===== src/rtl/mem_port_arbiter.sv =====
// mem_port_arbiter: shares the single MMU port between instruction fetch (IF)
// and the MEM-stage load/store requester.
//
// Each transaction latches the granted request, drives the MMU from those
// latched fields until mmu_mem_ready, and then answers with a registered
// one-cycle ready pulse. MEM has priority over IF. MEM_STREAK_MAX bounds how
// many MEM grants in a row can pass over a pending fetch. A taken branch
// (if_flush) discards a fetch that is already in flight.
//
// Optional build macro: ARB_TIMEOUT_EN. When it is defined, a BUSY access that
// runs for TIMEOUT_CYCLES cycles is aborted. It answers with rdata 0, and a
// MEM access also raises mem_error.
//
// state    | meaning
// IDLE     | no transaction, arbitrating every cycle
// BUSY_IF  | fetch access driven to the MMU, waiting for mmu_mem_ready
// BUSY_MEM | load/store access driven to the MMU, waiting for mmu_mem_ready
// RESP     | one-cycle response to the owner, re-arbitrates the other requester

`ifndef MMU_WIDTH_WORD
`define MMU_WIDTH_WORD 2'b10
`endif

module mem_port_arbiter #(
    parameter int unsigned MEM_STREAK_MAX = 4,
    parameter int unsigned TIMEOUT_CYCLES = 255
) (
    input  logic        clk,
    input  logic        reset_n,
    input  logic        if_req,
    input  logic [31:0] if_addr,
    input  logic        if_flush,
    output logic        if_ready,
    output logic [31:0] if_rdata,
    input  logic        mem_req,
    input  logic        mem_we,
    input  logic        mem_signed,
    input  logic [1:0]  mem_width,
    input  logic [31:0] mem_addr,
    input  logic [31:0] mem_wdata,
    output logic        mem_ready,
    output logic [31:0] mem_rdata,
    output logic        mem_error,
    output logic        if_stall,
    output logic        mem_stall,
    output logic        mmu_read_enable,
    output logic        mmu_write_enable,
    output logic        mmu_mem_signed_read,
    output logic [1:0]  mmu_mem_data_width,
    output logic [31:0] mmu_address,
    output logic [31:0] mmu_data_in,
    input  logic        mmu_mem_ready,
    input  logic [31:0] mmu_data_out
);

    typedef enum logic [1:0] {
        IDLE     = 2'd0,
        BUSY_IF  = 2'd1,
        BUSY_MEM = 2'd2,
        RESP     = 2'd3
    } state_t;

    localparam logic [3:0] STREAK_MAX = 4'(MEM_STREAK_MAX);

    state_t      state_q, state_d;
    logic        owner_if_q;
    logic        drop_q;
    logic [3:0]  streak_q;
    logic [31:0] lat_addr_q;
    logic [31:0] lat_wdata_q;
    logic        lat_we_q;
    logic        lat_signed_q;
    logic [1:0]  lat_width_q;
    logic [31:0] if_rdata_q;
    logic [31:0] mem_rdata_q;

    logic busy;
    logic arb_en;
    logic resp_if;
    logic resp_mem;
    logic if_pending;
    logic can_if;
    logic can_mem;
    logic force_if;
    logic grant_if;
    logic grant_mem;
    logic timeout_hit;
    logic busy_done;

    // The requester being answered in RESP still holds its (old) request, so
    // it is masked out of that cycle's arbitration. A fetch counts as pending
    // for the streak even while it is being flushed.
    assign busy       = (state_q == BUSY_IF) || (state_q == BUSY_MEM);
    assign arb_en     = (state_q == IDLE) || (state_q == RESP);
    assign resp_if    = (state_q == RESP) && owner_if_q;
    assign resp_mem   = (state_q == RESP) && !owner_if_q;
    assign if_pending = if_req && !resp_if;
    assign can_if     = if_pending && !if_flush;
    assign can_mem    = mem_req && !resp_mem;
    assign force_if   = can_if && (streak_q == STREAK_MAX);
    assign grant_mem  = arb_en && can_mem && !force_if;
    assign grant_if   = arb_en && can_if && !grant_mem;
    assign busy_done  = mmu_mem_ready || timeout_hit;

    // Next-state: grant out of IDLE or RESP, and leave BUSY when the access completes or aborts.
    always_comb begin
        state_d = state_q;
        case (state_q)
            IDLE, RESP: begin
                if (grant_mem)
                    state_d = BUSY_MEM;
                else if (grant_if)
                    state_d = BUSY_IF;
                else
                    state_d = IDLE;
            end
            BUSY_IF, BUSY_MEM: begin
                if (busy_done)
                    state_d = RESP;
            end
            default: state_d = IDLE;
        endcase
    end

    // State register, request latch, streak counter, fetch drop flag and response data.
    always_ff @(posedge clk or negedge reset_n) begin
        if (!reset_n) begin
            state_q      <= IDLE;
            owner_if_q   <= 1'b0;
            drop_q       <= 1'b0;
            streak_q     <= 4'd0;
            lat_addr_q   <= 32'd0;
            lat_wdata_q  <= 32'd0;
            lat_we_q     <= 1'b0;
            lat_signed_q <= 1'b0;
            lat_width_q  <= 2'd0;
            if_rdata_q   <= 32'd0;
            mem_rdata_q  <= 32'd0;
        end else begin
            state_q <= state_d;

            if (grant_if || grant_mem) begin
                owner_if_q   <= grant_if;
                lat_addr_q   <= grant_if ? if_addr : mem_addr;
                lat_we_q     <= grant_mem && mem_we;
                lat_signed_q <= grant_mem && mem_signed;
                lat_width_q  <= grant_if ? `MMU_WIDTH_WORD : mem_width;
                lat_wdata_q  <= grant_if ? 32'd0 : mem_wdata;
            end

            if (grant_if)
                streak_q <= 4'd0;
            else if (grant_mem) begin
                if (!if_pending)
                    streak_q <= 4'd0;
                else if (streak_q != STREAK_MAX)
                    streak_q <= streak_q + 4'd1;
            end

            if ((state_q == BUSY_IF) && if_flush)
                drop_q <= 1'b1;
            else if (state_q == RESP)
                drop_q <= 1'b0;

            if (busy && busy_done) begin
                if (state_q == BUSY_IF)
                    if_rdata_q <= timeout_hit ? 32'd0 : mmu_data_out;
                else
                    mem_rdata_q <= (lat_we_q || timeout_hit) ? 32'd0 : mmu_data_out;
            end
        end
    end

`ifdef ARB_TIMEOUT_EN
    localparam logic [15:0] TMO_LOAD = 16'(TIMEOUT_CYCLES - 1);

    logic [15:0] tmo_q;
    logic        err_q;

    assign timeout_hit = busy && !mmu_mem_ready && (tmo_q == 16'd0);
    assign mem_error   = mem_ready && err_q;

    // Down-counter reloaded on every grant. At terminal count 0, the BUSY
    // state has lasted TIMEOUT_CYCLES cycles.
    always_ff @(posedge clk or negedge reset_n) begin
        if (!reset_n) begin
            tmo_q <= 16'd0;
            err_q <= 1'b0;
        end else begin
            if (grant_if || grant_mem)
                tmo_q <= TMO_LOAD;
            else if (busy && (tmo_q != 16'd0))
                tmo_q <= tmo_q - 16'd1;

            if (busy && busy_done)
                err_q <= timeout_hit && (state_q == BUSY_MEM);
        end
    end
`else
    // No abort path: BUSY waits for the MMU indefinitely. The expression
    // references TIMEOUT_CYCLES but always evaluates to 0.
    assign timeout_hit = 1'b0 && (TIMEOUT_CYCLES != 0);
    assign mem_error   = 1'b0;
`endif

    assign if_ready  = resp_if && !drop_q;
    assign mem_ready = resp_mem;
    assign if_rdata  = if_rdata_q;
    assign mem_rdata = mem_rdata_q;
    assign if_stall  = if_req && !if_ready;
    assign mem_stall = mem_req && !mem_ready;

    // The MMU is driven only from latched fields and only during BUSY. These
    // are decoded from state, so an asynchronous reset drops the strobes at once.
    assign mmu_read_enable     = busy && !lat_we_q;
    assign mmu_write_enable    = busy && lat_we_q;
    assign mmu_mem_signed_read = busy && lat_signed_q;
    assign mmu_mem_data_width  = busy ? lat_width_q : 2'd0;
    assign mmu_address         = busy ? lat_addr_q : 32'd0;
    assign mmu_data_in         = (busy && lat_we_q) ? lat_wdata_q : 32'd0;

endmodule


===== config.mk =====
export PLATFORM = sky130hd
export DESIGN_NAME = mem_port_arbiter
export DESIGN_NICKNAME = d
export VERILOG_FILES = /design/src/rtl/mem_port_arbiter.sv
export SDC_FILE = /design/constraint.sdc
export NUM_CORES = 1
export LEC_CHECK = 0
export BUFFER_PORTS_ARGS = -buffer_cell sky130_fd_sc_hd__buf_2
export CORE_ASPECT_RATIO = 0.8
export CORE_MARGIN = 1
export CORE_UTILIZATION = 50
export CTS_CLUSTER_DIAMETER = 60
export DETAILED_ROUTE_END_ITERATION = 12
export PLACE_DENSITY_LB_ADDON = 0.25
export SYNTH_ARGS = -nofsm -noshare
export SYNTH_HDL_FRONTEND = slang
export SYNTH_SLANG_ARGS = --single-unit

===== constraint.sdc =====
create_clock -name clk -period 5.6 [get_ports clk]
set_input_delay 0.84 -clock clk [delete_from_list [all_inputs] [get_ports clk]]
set_output_delay 0.84 -clock clk [all_outputs]
set_load 0.01 [all_outputs]

# [After elaboration in Yosys (flattened, before gate mapping)]
# Index checks and enable logic that the tools add are counted.
[totals] out_inout_bits=138 mem_count=0 latchBits=0 regBits=140 wordCells=76 mem_bits_ro=0 mem_bits_rw=0 input_bits=138
[classes] n_mux=17 magnitude_cmp=0 n_addsub=1 n_div=0 n_reduce_logical=39 n_bitwise=1 shifts=0 mul=0 eq_ne=7
[op_table] cell="$mux W32" n=5
[op_table] cell="$logic_and A1 B1 Y1" n=19
[op_table] cell="$mux W4" n=4
[op_table] cell="$logic_not A1 Y1" n=9
[op_table] cell="$mux W2" n=4
[op_table] cell="$reduce_and A2 Y1" n=3
[op_table] cell="$add A4 B1 Y4 const B" n=1
[op_table] cell="$eq A2 B2 Y1 const B" n=2
[op_table] cell="$eq A4 B3 Y1 const B" n=1
[op_table] cell="$ne A4 B3 Y1 const B" n=1
[op_table] cell="$pmux W2 S2" n=1
[op_table] cell="$reduce_bool A2 Y1" n=2
[op_table] cell="$reduce_or A2 Y1" n=2
[op_table] cell="$logic_or A1 B1 Y1" n=3
[op_table] cell="$mux W1" n=3
[op_table] cell="$ne A3 B1 Y1 const B" n=1
[op_table] cell="$eq A2 B1 Y1 const B" n=1
[op_table] cell="$logic_not A2 Y1" n=1
[op_table] cell="$ne A2 B2 Y1 const B" n=1
[op_table] cell="$not A1 Y1" n=1

# [Depth between registers and ports, before layout]
# Gate-level depths: netlist of the first run.
[logic_depth] word_depth=13 ltp_mapped=9 depth_no_buf=6

# [Worst setup path after synthesis of the first run]
# OpenSTA, ideal clock, no wires.
[synth_path] kind="reg-to-output" startpoint="reg state_q[0]" endpoint="out mmu_data_in[17]" path_buffers=2 setup_slack_ns=3.230 arrival_ns=1.530 path_stages_with_launch=6 required_time_ns=4.760 path_cell_list="dfrtp_1 > ha_1 > buf_4 > nor2b_1 > clkbuf_1 > and2_1"
[synth_via] elab_chain_len=4 word_cells_on_any_way=5 classes_between="eq/ne (2); mux (1); reduce/logical (2)"
[synth_rtl] element="from (decl)" line="65" rtl="state_t state_q, state_d;"
[synth_rtl] element="from (signal assigned)" line="140" rtl="state_q <= state_d;"
[synth_rtl] element="$eq A2 B1 Y1 / $eq A2 B2 Y1 (equally long branches)" line="93" rtl="assign busy = (state_q == BUSY_IF) || (state_q == BUSY_MEM);"
[synth_rtl] element="$logic_or A1 B1 Y1 (*)" line="93"
[synth_rtl] element="$logic_and A1 B1 Y1 (*)"
[synth_rtl] element="via mmu_write_enable" line="47" rtl="output logic mmu_write_enable,"
[synth_rtl] element="$mux W32 (*)" line="220" rtl="assign mmu_data_in = (busy && lat_we_q) ? lat_wdata_q : 32'd0;"
[synth_rtl] element="to (decl)" line="51" rtl="output logic [31:0] mmu_data_in,"
# Mark *: on every way through the listed nets, which the timed path passes. The rest lies on a longest branch.

# [Worst setup path in the final report of the first run]
[layout_path] startpoint="reg state_q[0]" endpoint="out mmu_data_in[27]"
[layout_via] elab_chain_len=4 word_cells_on_any_way=5 classes_between="eq/ne (2); mux (1); reduce/logical (2)"
[layout_rtl] element="$eq A2 B1 Y1 / $eq A2 B2 Y1 (equally long branches)" line="93"
[layout_rtl] element="$logic_or A1 B1 Y1 (*)" line="93"
[layout_rtl] element="$logic_and A1 B1 Y1 (*)" line="220"
[layout_rtl] element="$mux W32 (*)" line="220"
# Mark *: on every way between the ends. The rest lies on a longest branch, timed or not.

==> reports/metrics.yaml, run 1 <==
status: "complete, no violations"
synth-edff-count: 0
drt_first_iter_violations: 248
numCtsBuffers: 17
fillerInstances: 937
vias: 5239
worst-r2r-setup-slack_ns: 2.79
tightest_slew_ns: 1.249
whs_ns: 0.4713
gp_congestion: 0.8421
crit_path_end_kind: "primary output"
grt_first_pass_wirelength_um: 25490
num_io_pins: 276
power_density_mw_per_mm2: 633.9
fmax_mhz: 331.4
period_share: 0.5388
start_util: 0.5122
routed_wl_um: 16230
gr-total-overflow: 0
clock-sinks: 140
port_buffers: 274
grt_use_total: 0.2553
drc: 0
cp_data_required_time_ns: 4.76
yosysUniqueCellTypes: 38
drive_above_1_share: 0.4246
syn-cell-area_mm2: 0.006206
hold_violations: 0
hold_depth: 2
cts_hold_buf: 0
area_growth_pct: 32.98
yosys_warnings: 0
synth_seq_cells: 140
clkSlewWorstSetupHoldPaths_ns: 0.06
layout_setup_ws_ns: 2.583
postSynthAreaPerCell_um2: 11.18
synthCells: 555
n_antenna_cell: 0
irDropWorstVdd_mv: 0.2710
maxCapViolations: 0
vias_per_cell: 5.379
die_area_mm2: 0.01286
row_count: 36
pre_cts_ws_ns: 2.836
h-tree-depth: 4
rsz0062_at_grt: "no"
crit_type: "register to primary output"
async_flop_share: 1.000
grt_pass1_vias: 5142
p_leak_nw: 4.341
synth_flop_cell: "dfrtp_1"
fin_crit_ns: 3.017
finish.instance_area_mm2: 0.008253
hp-class: "register to register"
core_mm2: 0.01212
grt_max_degree: 91
clock_skew_ns: 0.01036
hold_end: "mem_rdata[10]$_DFFE_PN0P_"
worstRegToRegCells: 6
tns_ns: 0
seq_area_frac_synth: 0.5645
cts_root_buf: "clkbuf_16"
slew_violations: 0
wl_per_cell_um: 16.67
final-instance-count-excl-fill: 974
clock_path_buffers: 2
r2r_start: "state_q[0]$_DFFE_PN0P_"
die_width_um: 126.6
antenna_found_initial: 0
cts_tree: "yes"
slew-limit-headroom: 0.1601
dpl.cell_count: 942
hpwl_um: 11270
antenna_left: 0
worstSkewPairLatency_ns: 0.40
r2r-end: "lat_addr_q[6]$_DFFE_PN0P_"
cts_setup_buffers: 0
first_pass_iters: 4
arrival_ns: 2.18
finalNetCount: 951
syn-num-nets: 697
crit_fanout: 46
setup_viol: 0
hold_start: "mem_rdata[10]$_DFFE_PN0P_"
die_h_um: 101.6
critPathLaunchType: "register"
place_area_mm2: 0.007627
ctsResizeCount: 0
==> synthesized netlist by cell type (all sizes together), types with 4 or more instances <==
library cell	count	area, um^2
a221o	22	220.2
a21oi	12	60.06
a31oi	10	62.56
nand2	36	135.1
o21ai	44	220.2
nor2b	40	250.2
mux2	33	371.6
and3	22	137.6
ha	4	50.05
nand2b	32	200.2
inv	6	22.52
a22o	37	324.1
nor2	19	71.32
dfrtp	140	3503
buf	14	83.83
and2	33	206.5
clkbuf	30	112.6
==> worst max-delay path, cell delays in order (launching register included) <==
cell	delay (ns)
dfrtp_1	0.39
ha_1	0.28
buf_4	0.42
nor2b_1	0.10
buf_4	0.24
and2_1	0.20
buf_2	0.14
==> final cells by class <==
| type | count | area (um^2) | area share |
|---|---|---|---|
| sequential | 140 | 3503 | 0.4245 |
| clock buffer | 21 | 460.4 | 0.05579 |
| tap | 152 | 190.2 | 0.02304 |
| inverter | 6 | 22.52 | 0.002729 |
| clock inverter | 11 | 165.2 | 0.02001 |
| multi-input combinational | 365 | 2496 | 0.3025 |
| timing repair buffer | 279 | 1415 | 0.1715 |
==> where the power goes <==
part           total (W)  internal (W)  switching [W]
sequential       0.00177       0.00150       0.000270
combinational    0.00228       0.00102        0.00126
clock            0.00118      0.000769       0.000413
total            0.00523       0.00328        0.00195
==> metal layers <==
metal / track usage / up-vias / wire (um)
met4: 0.09824 / 0 / 326
met3: 0.06550 / 29 / 912
li1: - / 2463 / -
met1: 0.3174 / 2552 / 6788
met5: 0 / - / 0
met2: 0.4326 / 195 / 8205
==> metrics by stage <==
step                        util  total power [W]
after floorplan                -         0.003242
after global placement    0.6295         0.003976
after detailed placement  0.6295         0.004072
after CTS                 0.6811         0.005276
after global routing      0.6811         0.005583
final                     0.6811         0.005231
==> how the worst max path moves through the flow <==
stage	from	to	slack, ns	cells after the start
CTS	state_q[1]$_DFFE_PN0P_	mmu_data_in[27]	2.56	7
finish	state_q[0]$_DFFE_PN0P_	mmu_data_in[27]	2.58	6
detailed placement	state_q[1]$_DFFE_PN0P_	lat_addr_q[19]$_DFFE_PN0P_	2.84	7
global route	lat_we_q$_DFFE_PN0P_	mmu_data_in[27]	2.42	4
floorplan	state_q[0]$_DFFE_PN0P_	mmu_data_in[17]	3.23	5
global placement	state_q[0]$_DFFE_PN0P_	lat_addr_q[30]$_DFFE_PN0P_	2.96	6
==> kinds of logic (layout without fill, tap and decap cells) <==
| family | Yosys count | count (layout) | share of synthesized area |
|---|---|---|---|
| simple gates | 191 | 191 | 0.1728 |
| mux | 33 | 33 | 0.05988 |
| compound gates | 136 | 136 | 0.1589 |
| flops | 140 | 140 | 0.5645 |
| fa+ha+maj | 4 | 4 | 0.008065 |
| other cells | 1 | 1 | 0.0006043 |
| buf+inv | 50 | 317 | 0.03528 |
==> flip-flops by register name, summed over array words and instances (netlist names) <==
name / cells
lat_width_q: 2
drop_q: 1
lat_wdata_q: 32
lat_signed_q: 1
mem_rdata: 32
state_q: 2
if_rdata: 32
lat_we_q: 1
owner_if_q: 1
streak_q: 4
lat_addr_q: 32
==> layout by cell type (no fill, tap or decap), drive strengths merged <==
master    count
clkinvlp      1
clkbuf       21
a221o        22
mux2         33
and3         22
dfrtp       140
o311a         1
o31ai         2
o221a         1
o22ai         1
bufinv        4
ha            4
conb          1
a21oi        12
a21o          2
and2         33
and3b         1
inv           7
o31a          1
nor3b         2
or3b          1
a31oi        10
o221ai        1
nor2         19
nor2b        40
o21ai        44
a22o         37
nand2        36
buf         279
nand3         2
a21bo         1
o21bai        1
clkinv        5
nand4b        1
nand3b        2
nand2b       32
Note: power is estimated with default switching activity, not from simulation.
==> inputs of run 2 (changes only) <==
ABC_AREA = 1   (was not set)
CORE_UTILIZATION = 48   (was 50)
clock period = 2.81 ns   (was 5.6 ns; I/O delays follow)
==> run 2 against run 1 <==
Compared with the run above:
- synthesized cell count grew 24%
- hold slack got worse by 0.47 ns
- register-to-register slack worse by 2.3 ns
- final cell count rose by 17%
- global-route usage up 0.29 points
- core utilization fell by 2.6 points
- die area is 7.5% higher
- setup slack lost 2.3 ns
- via count rose by 11%
- non-clock buffer count increased by 10
- count of clock-buffer cells in the layout down 1
==> reports/metrics.yaml, run 2 <==
gp_congestion: 0.8366  # -0.65%
die_area_mm2: 0.01383  # +7.5%
cp_data_required_time_ns: 2.39  # -2.37 ns
fin_crit_ns: 2.532
synthTopCellsByArea: "dfrtp_1 (55%), nand3_1 (7.4%), o21ai_0 (6.2%), mux2_2 (5.6%), nand2_1 (4.7%)"
start_util: 0.4946  # -0.01759
port_buffers: 274  # unchanged
hp-class: "input pin to async pin"
synth_top_family_by_area: "simple AND/OR/NAND/NOR gates"
yosys_warnings: 0  # unchanged
cpLargestDelayFamily: "buffers and inverters"
clock_skew_ns: 0.01162  # +0.001260 ns
utilization: 0.6548  # -0.02630
status: "complete, no violations"
most-common-layout-cells: "buf_2 (273), dfrtp_1 (140), nand3_1 (95), nand2_1 (80), o21ai_0 (79)"
crit_slowest_cell: "dfrtp_1"
irDropWorstVdd_mv: 0.6177  # +130%
slew_violations: 0  # unchanged
cts_root_buf: "clkbuf_16"
antenna_found_initial: 0  # unchanged
drt_first_iter_violations: 354  # +43%
finalNetCount: 1092  # +15%
tns_ns: 0  # unchanged
synth_flop_cell: "dfrtp_1"
finalPower_w: 0.01051  # +100%
crit_chain: "ha_1, nor2_2, clkinvlp_4, buf_4, nor2_1, buf_2"
antenna_left: 0  # unchanged
power_density_mw_per_mm2: 1238  # +95%
hold_violations: 0  # unchanged
critPathLaunchType: "register"
grt_first_pass_wirelength_um: 27980  # +9.8%
cpPeakStageDelay_ns: 0.40  # -0.02 ns
die_width_um: 131.2  # +3.7%
syn-cell-area_mm2: 0.006411  # +3.3%
synth-compound-area-share: 0.1169  # -0.04197
clkSlewWorstSetupHoldPaths_ns: 0.06  # about the same
yosys-mux-area-fraction: 0.05621  # -0.003673
cts_tree: "yes"
grt_pass1_vias: 5360  # +4.2%
setup_viol: 0  # unchanged
path_buf_inv: 3  # unchanged
rsz0062_at_grt: "no"
p_leak_nw: 4.582  # +5.5%
vias_per_cell: 5.109  # -5.0%
layout_commonest_cell: "buf_2"
clock-sinks: 140  # unchanged
seq_area_frac_synth: 0.5464  # -0.01807
n_antenna_cell: 0  # unchanged
period_share: 0.9012
synth_seq_cells: 140  # unchanged
postSynthAreaPerCell_um2: 9.332  # -17%
fmax_mhz: 394.9
first_pass_iters: 5  # +1
whs_ns: 0.003102  # -0.4682 ns
syn-num-nets: 829  # +19%
async_flop_share: 1.000  # unchanged
gr-total-overflow: 0  # unchanged
row_count: 37  # +2.8%
drc: 0  # unchanged
netlist_top_cells_count: "dfrtp_1 (140), nand3_1 (95), nand2_1 (80)"
maxCapViolations: 0  # unchanged
crit_type: "register to primary output"
hpwl_um: 12100  # +7.4%
synth-edff-count: 0  # unchanged
crit_fanout: 16  # -65%
synth_top_area_cell: "dfrtp_1"
synthCells: 687  # +24%
yosysUniqueCellTypes: 36  # -5.3%
die_h_um: 105.4  # +3.7%
num_io_pins: 276  # unchanged
tightest_slew_ns: 0.6539  # -0.5953 ns
numCtsBuffers: 17  # unchanged
synthXorXnorAreaFrac: 0.001366  # +0.001366
synth_top_area_share: 0.5464  # -0.01807
crit_path_end_kind: "primary output"
grt_max_degree: 78  # -14%
vias: 5814  # +11%
core_mm2: 0.01296  # +7.0%
slew-limit-headroom: 0.5641  # +0.4040
synth-adder-area-share: 0.007806  # -0.0002581
clock_path_buffers: 2  # unchanged
wl_per_cell_um: 15.36  # -7.8%
area_growth_pct: 32.40
drive_above_1_share: 0.3977  # -0.02686
h-tree-depth: 4  # unchanged
grt_use_total: 0.2581  # +0.002852
arrival_ns: 2.11  # -0.07 ns
routed_wl_um: 17480  # +7.7%
worstSkewPairLatency_ns: 0.41  # about the same
synth_most_common_cell: "dfrtp_1"
synth_simple_gate_area_frac: 0.1825  # +0.009692
==> run 2: cell count changes in the layout (fill, tap and decap cells not counted), sizes merged, moves of 11 or more <==
cell | before | now
nand3 | 2 | 98
inv | 7 | 83
nor2 | 19 | 75
nand2 | 36 | 85
nor2b | 40 | 0
a22o | 37 | 0
o21ai | 44 | 81
and2 | 33 | 0
nand2b | 32 | 0
a221o | 22 | 0
and3 | 22 | 0
o211ai | 0 | 22
a22oi | 0 | 11
==> run 2: report_power, final <==
| group | internal (W) | total, W | switching [W] | leakage, nW |
|---|---|---|---|---|
| clock | 0.00134 | 0.00222 | 0.000880 | 0.277 |
| combinational | 0.00187 | 0.00497 | 0.00310 | 2.58 |
| sequential | 0.00296 | 0.00332 | 0.000367 | 1.73 |
==> run 2: layout make-up <==
class	instances	area, um^2
multi-input cells	417	2347
repair inverters	1	7.507
flip-flops and latches	140	3503
clock inverters	12	140.1
well taps	175	219.0
clock buffers	20	446.7
fillers	1138	4474
repair buffers	289	1503
inverters	84	321.6
==> run 2: worst paths after layout <==
| check | startpoint | end | slack [ns] | depth (start not counted) |
|---|---|---|---|---|
| worst max-delay path | state_q[0]$_DFFE_PN0P_ | mmu_data_in[8] | 0.28 | 6 |
| worst min-delay path | reset_n | if_rdata[3]$_DFFE_PN0P_ | 0.003 | 1 |
| worst max register to register | state_q[0]$_DFFE_PN0P_ | streak_q[3]$_DFFE_PN0P_ | 0.50 | 9 |
| worst min register to register | if_rdata[12]$_DFFE_PN0P_ | if_rdata[12]$_DFFE_PN0P_ | 0.50 | 1 |
| max in group asynchronous | reset_n | lat_wdata_q[12]$_DFFE_PN0P_ | 1.92 | 2 |
| min in group clk | if_addr[14] | lat_addr_q[14]$_DFFE_PN0P_ | 0.24 | 3 |
==> run 2: repair_timing <==
item,CTS,global route
gates resized for setup,0,3
hold buffers,0,0
endpoints found under the setup margin,0,32
buffers inserted,0,2
==> run 2: metal layers <==
layer	GRT usage	vias up	routed length, um
met5	0	-	0
met4	0.06975	0	192
met3	0.07263	16	1370
met2	0.4024	263	8263
met1	0.3539	2762	7654
li1	-	2773	-
==> run 2: kinds of logic after synthesis <==
family,after synthesis
AND/OR/NAND/NOR,259
flip-flops,140
buffers and inverters,130
AO/OA/AOI/OAI,120
multiplexers,32
adder cells (fa/ha/maj),4
other,1
XOR/XNOR,1
==> run 2: worst reg2reg max path, cell delays in order (launching register included) <==
cell,delay [ns]
dfrtp_1,0.40
ha_1,0.29
a21oi_4,0.29
nand3_2,0.32
inv_2,0.24
nand2_8,0.18
inv_4,0.30
nor2_1,0.07
nand3_1,0.07
nand2_1,0.05
==> run 2: metrics by stage <==
| step | setup slack [ns] | area [um^2] | std cells |
|---|---|---|---|
| floorplan | 0.9304 | 6411 | 687 |
| global placement | 0.5267 | 7873 | 1103 |
| detailed placement | 0.4946 | 7873 | 1103 |
| CTS | 0.08720 | 8459 | 1135 |
| global route | 0.1224 | 8488 | 1138 |
| finish | 0.2777 | 8488 | 1138 |
==> inputs of run 3 (changes only) <==
clock period = 2.8 ns   (was 2.81 ns; I/O delays follow)
==> run 3 against run 2 <==
Compared with the run above:
- hold slack improved by 0.23 ns
- total power barely moved
- global-route usage barely moved
- critical path type unchanged
- wire length rose by 0.17%
- sequential power barely moved
==> reports/metrics.yaml, run 3 (same netlist as run 2, synthesis figures left out) <==
slew_violations: 0  # unchanged
hpwl_um: 12020  # -0.72%
dpl.cell_count: 1103  # unchanged
netSwitchingFraction: 0.4154  # +0.002314
pre_cts_ws_ns: 0.5208  # +0.02619 ns
setup_viol: 0  # unchanged
drt_first_iter_violations: 461  # +30%
routed_wl_um: 17510  # +0.17%
clock_path_buffers: 2  # unchanged
clock_skew_ns: 0.01148  # -0.0001467 ns
period_share: 0.9122
layout_setup_ws_ns: 0.2457  # -0.03195 ns
finish.instance_area_mm2: 0.008501  # +0.15%
hold_violations: 0  # unchanged
layout_commonest_cell: "buf_2"
pwr-share-comb: 0.475  # +0.002
vias: 5859  # +0.77%
tightest_slew_ns: 0.5366  # -0.1173 ns
wl_per_cell_um: 15.39  # +0.17%
worstRegToRegCells: 7  # -2
crit_path_end_kind: "primary output"
area_growth_pct: 32.59
power_density_mw_per_mm2: 1237  # about the same
p_sw_w: 0.004370  # +0.61%
irDropWorstVdd_mv: 0.6432  # +4.1%
h-tree-depth: 4  # unchanged
whs_ns: 0.2366  # +0.2335 ns
port_buffers: 274  # unchanged
worst-r2r-setup-slack_ns: 0.51  # about the same
maxCapViolations: 0  # unchanged
num_io_pins: 276  # unchanged
grt_pass1_vias: 5542  # +3.4%
grt_max_degree: 78  # unchanged
grt_use_total: 0.2581  # about the same
finalNetCount: 1093  # +0.092%
r2r-end: "lat_addr_q[30]$_DFFE_PN0P_"
p_leak_nw: 4.578  # about the same
clkSlewWorstSetupHoldPaths_ns: 0.06  # about the same
gr-total-overflow: 0  # unchanged
rsz0062_at_grt: "no"
slew-limit-headroom: 0.6423  # +0.07817
cp_data_required_time_ns: 2.38  # about the same
status: "complete, no violations"
final-instance-count-excl-fill: 1138  # unchanged
start_util: 0.4946  # unchanged
critPathLaunchType: "register"
cts_tree: "yes"
crit_fanout: 16  # unchanged
antenna_found_initial: 0  # unchanged
most-common-layout-cells: "buf_2 (273), dfrtp_1 (140), nand3_1 (95), nand2_1 (80), o21ai_0 (79)"
grt_first_pass_wirelength_um: 28080  # +0.35%
drc: 0  # unchanged
n_antenna_cell: 0  # unchanged
fin_crit_ns: 2.554
row_count: 37  # unchanged
sequentialPowerShare: 0.317  # about the same
core_mm2: 0.01296  # unchanged
die_area_mm2: 0.01383  # unchanged
r2r_start: "state_q[0]$_DFFE_PN0P_"
tns_ns: 0  # unchanged
clkPwrFrac: 0.208  # -0.003
fmax_mhz: 391.5
worstSkewPairLatency_ns: 0.41  # about the same
cts_root_buf: "clkbuf_16"
clock-sinks: 140  # unchanged
intPower_w: 0.006149  # -0.34%
worstSetupEndpoint: "mmu_data_in[23]"
critical_path.startpoint: "state_q[0]$_DFFE_PN0P_"
fillerInstances: 1124  # -1.2%
place_area_mm2: 0.007885  # +0.16%
numCtsBuffers: 17  # unchanged
die_width_um: 131.2  # unchanged
gp_congestion: 0.8208  # -1.9%
antenna_left: 0  # unchanged
hp-class: "input pin to register"
vias_per_cell: 5.149  # +0.77%
drive_above_1_share: 0.3988  # +0.001038
crit_type: "register to primary output"
die_h_um: 105.4  # unchanged
first_pass_iters: 5  # unchanged
arrival_ns: 2.13  # +0.02 ns
[run 3: changes by cell type in the layout (fill, tap and decap cells not counted)]
cell / previous run / this run
buf_12: 1 / 2
buf_4: 14 / 13
bufinv_16: 2 / 1
clkbuf_1: 2 / 0
clkbuf_8: 1 / 3
clkinv_2: 1 / 0
clkinv_4: 5 / 1
clkinvlp_4: 5 / 8
dlygate4sd3_1: 0 / 1
inv_6: 1 / 3
[run 3: power groups by stage]
stage          registers, W  logic [W]  clock network [W]
2_1_floorplan       0.00351    0.00309                  0
3_5_place_dp        0.00336    0.00498                  0
4_1_cts             0.00333    0.00499            0.00222
6_report            0.00333    0.00500            0.00219
5_1_grt             0.00343    0.00553            0.00232
3_3_place_gp        0.00333    0.00489                  0
[run 3: stage by stage]
stage               power [W]  utilization
finish                0.01052       0.6558
global route          0.01129       0.6558
CTS                   0.01054       0.6536
detailed placement   0.008332       0.6083
global placement     0.008217       0.6083
floorplan            0.006599            -
[run 3: how the worst min path moves through the flow]
stage	cells after the start	to	slack, ns	startpoint
floorplan	0	drop_q$_DFFE_PN0P_	0.12	reset_n
global placement	1	if_rdata[23]$_DFFE_PN0P_	0.43	reset_n
detailed placement	1	if_rdata[8]$_DFFE_PN0P_	0.42	reset_n
CTS	3	lat_addr_q[8]$_DFFE_PN0P_	0.23	if_addr[8]
global route	3	lat_addr_q[9]$_DFFE_PN0P_	0.23	if_addr[9]
finish	3	lat_addr_q[9]$_DFFE_PN0P_	0.24	if_addr[9]
[run 3: final cells by class]
type / count / area [um^2] / share of cell area
well taps: 175 / 219.0 / 0.02576
flip-flops and latches: 140 / 3503 / 0.4121
inverters: 84 / 321.6 / 0.03783
multi-input cells: 417 / 2347 / 0.2761
repair buffers: 290 / 1525 / 0.1794
repair inverters: 1 / 7.507 / 0.0008831
clock inverters: 11 / 110.1 / 0.01295
clock buffers: 20 / 466.7 / 0.05490
[run 3: layer usage]
| metal | routed length [um] | part of all wire | global-route usage |
|---|---|---|---|
| met1 | 7702 | 0.44 | 0.3460 |
| met2 | 8384 | 0.48 | 0.4221 |
| met3 | 1261 | 0.072 | 0.06397 |
| met4 | 160 | 0.0091 | 0.06134 |
| met5 | 0 | 0 | 0 |
[run 3: critical path, cell delays in order (launching register included)]
cell,delay [ns]
dfrtp_1,0.39
ha_1,0.38
nor2_2,0.33
clkinvlp_4,0.13
buf_4,0.21
nor2_1,0.13
buf_2,0.15
[run 3: repair_timing]
action | 4_1_cts | 5_1_grt
endpoints found under the hold margin | 52 | 0
gates resized for setup | 0 | 3
hold buffers | 1 | 0
buffers inserted | 0 | 2
endpoints found under the setup margin | 0 | 32
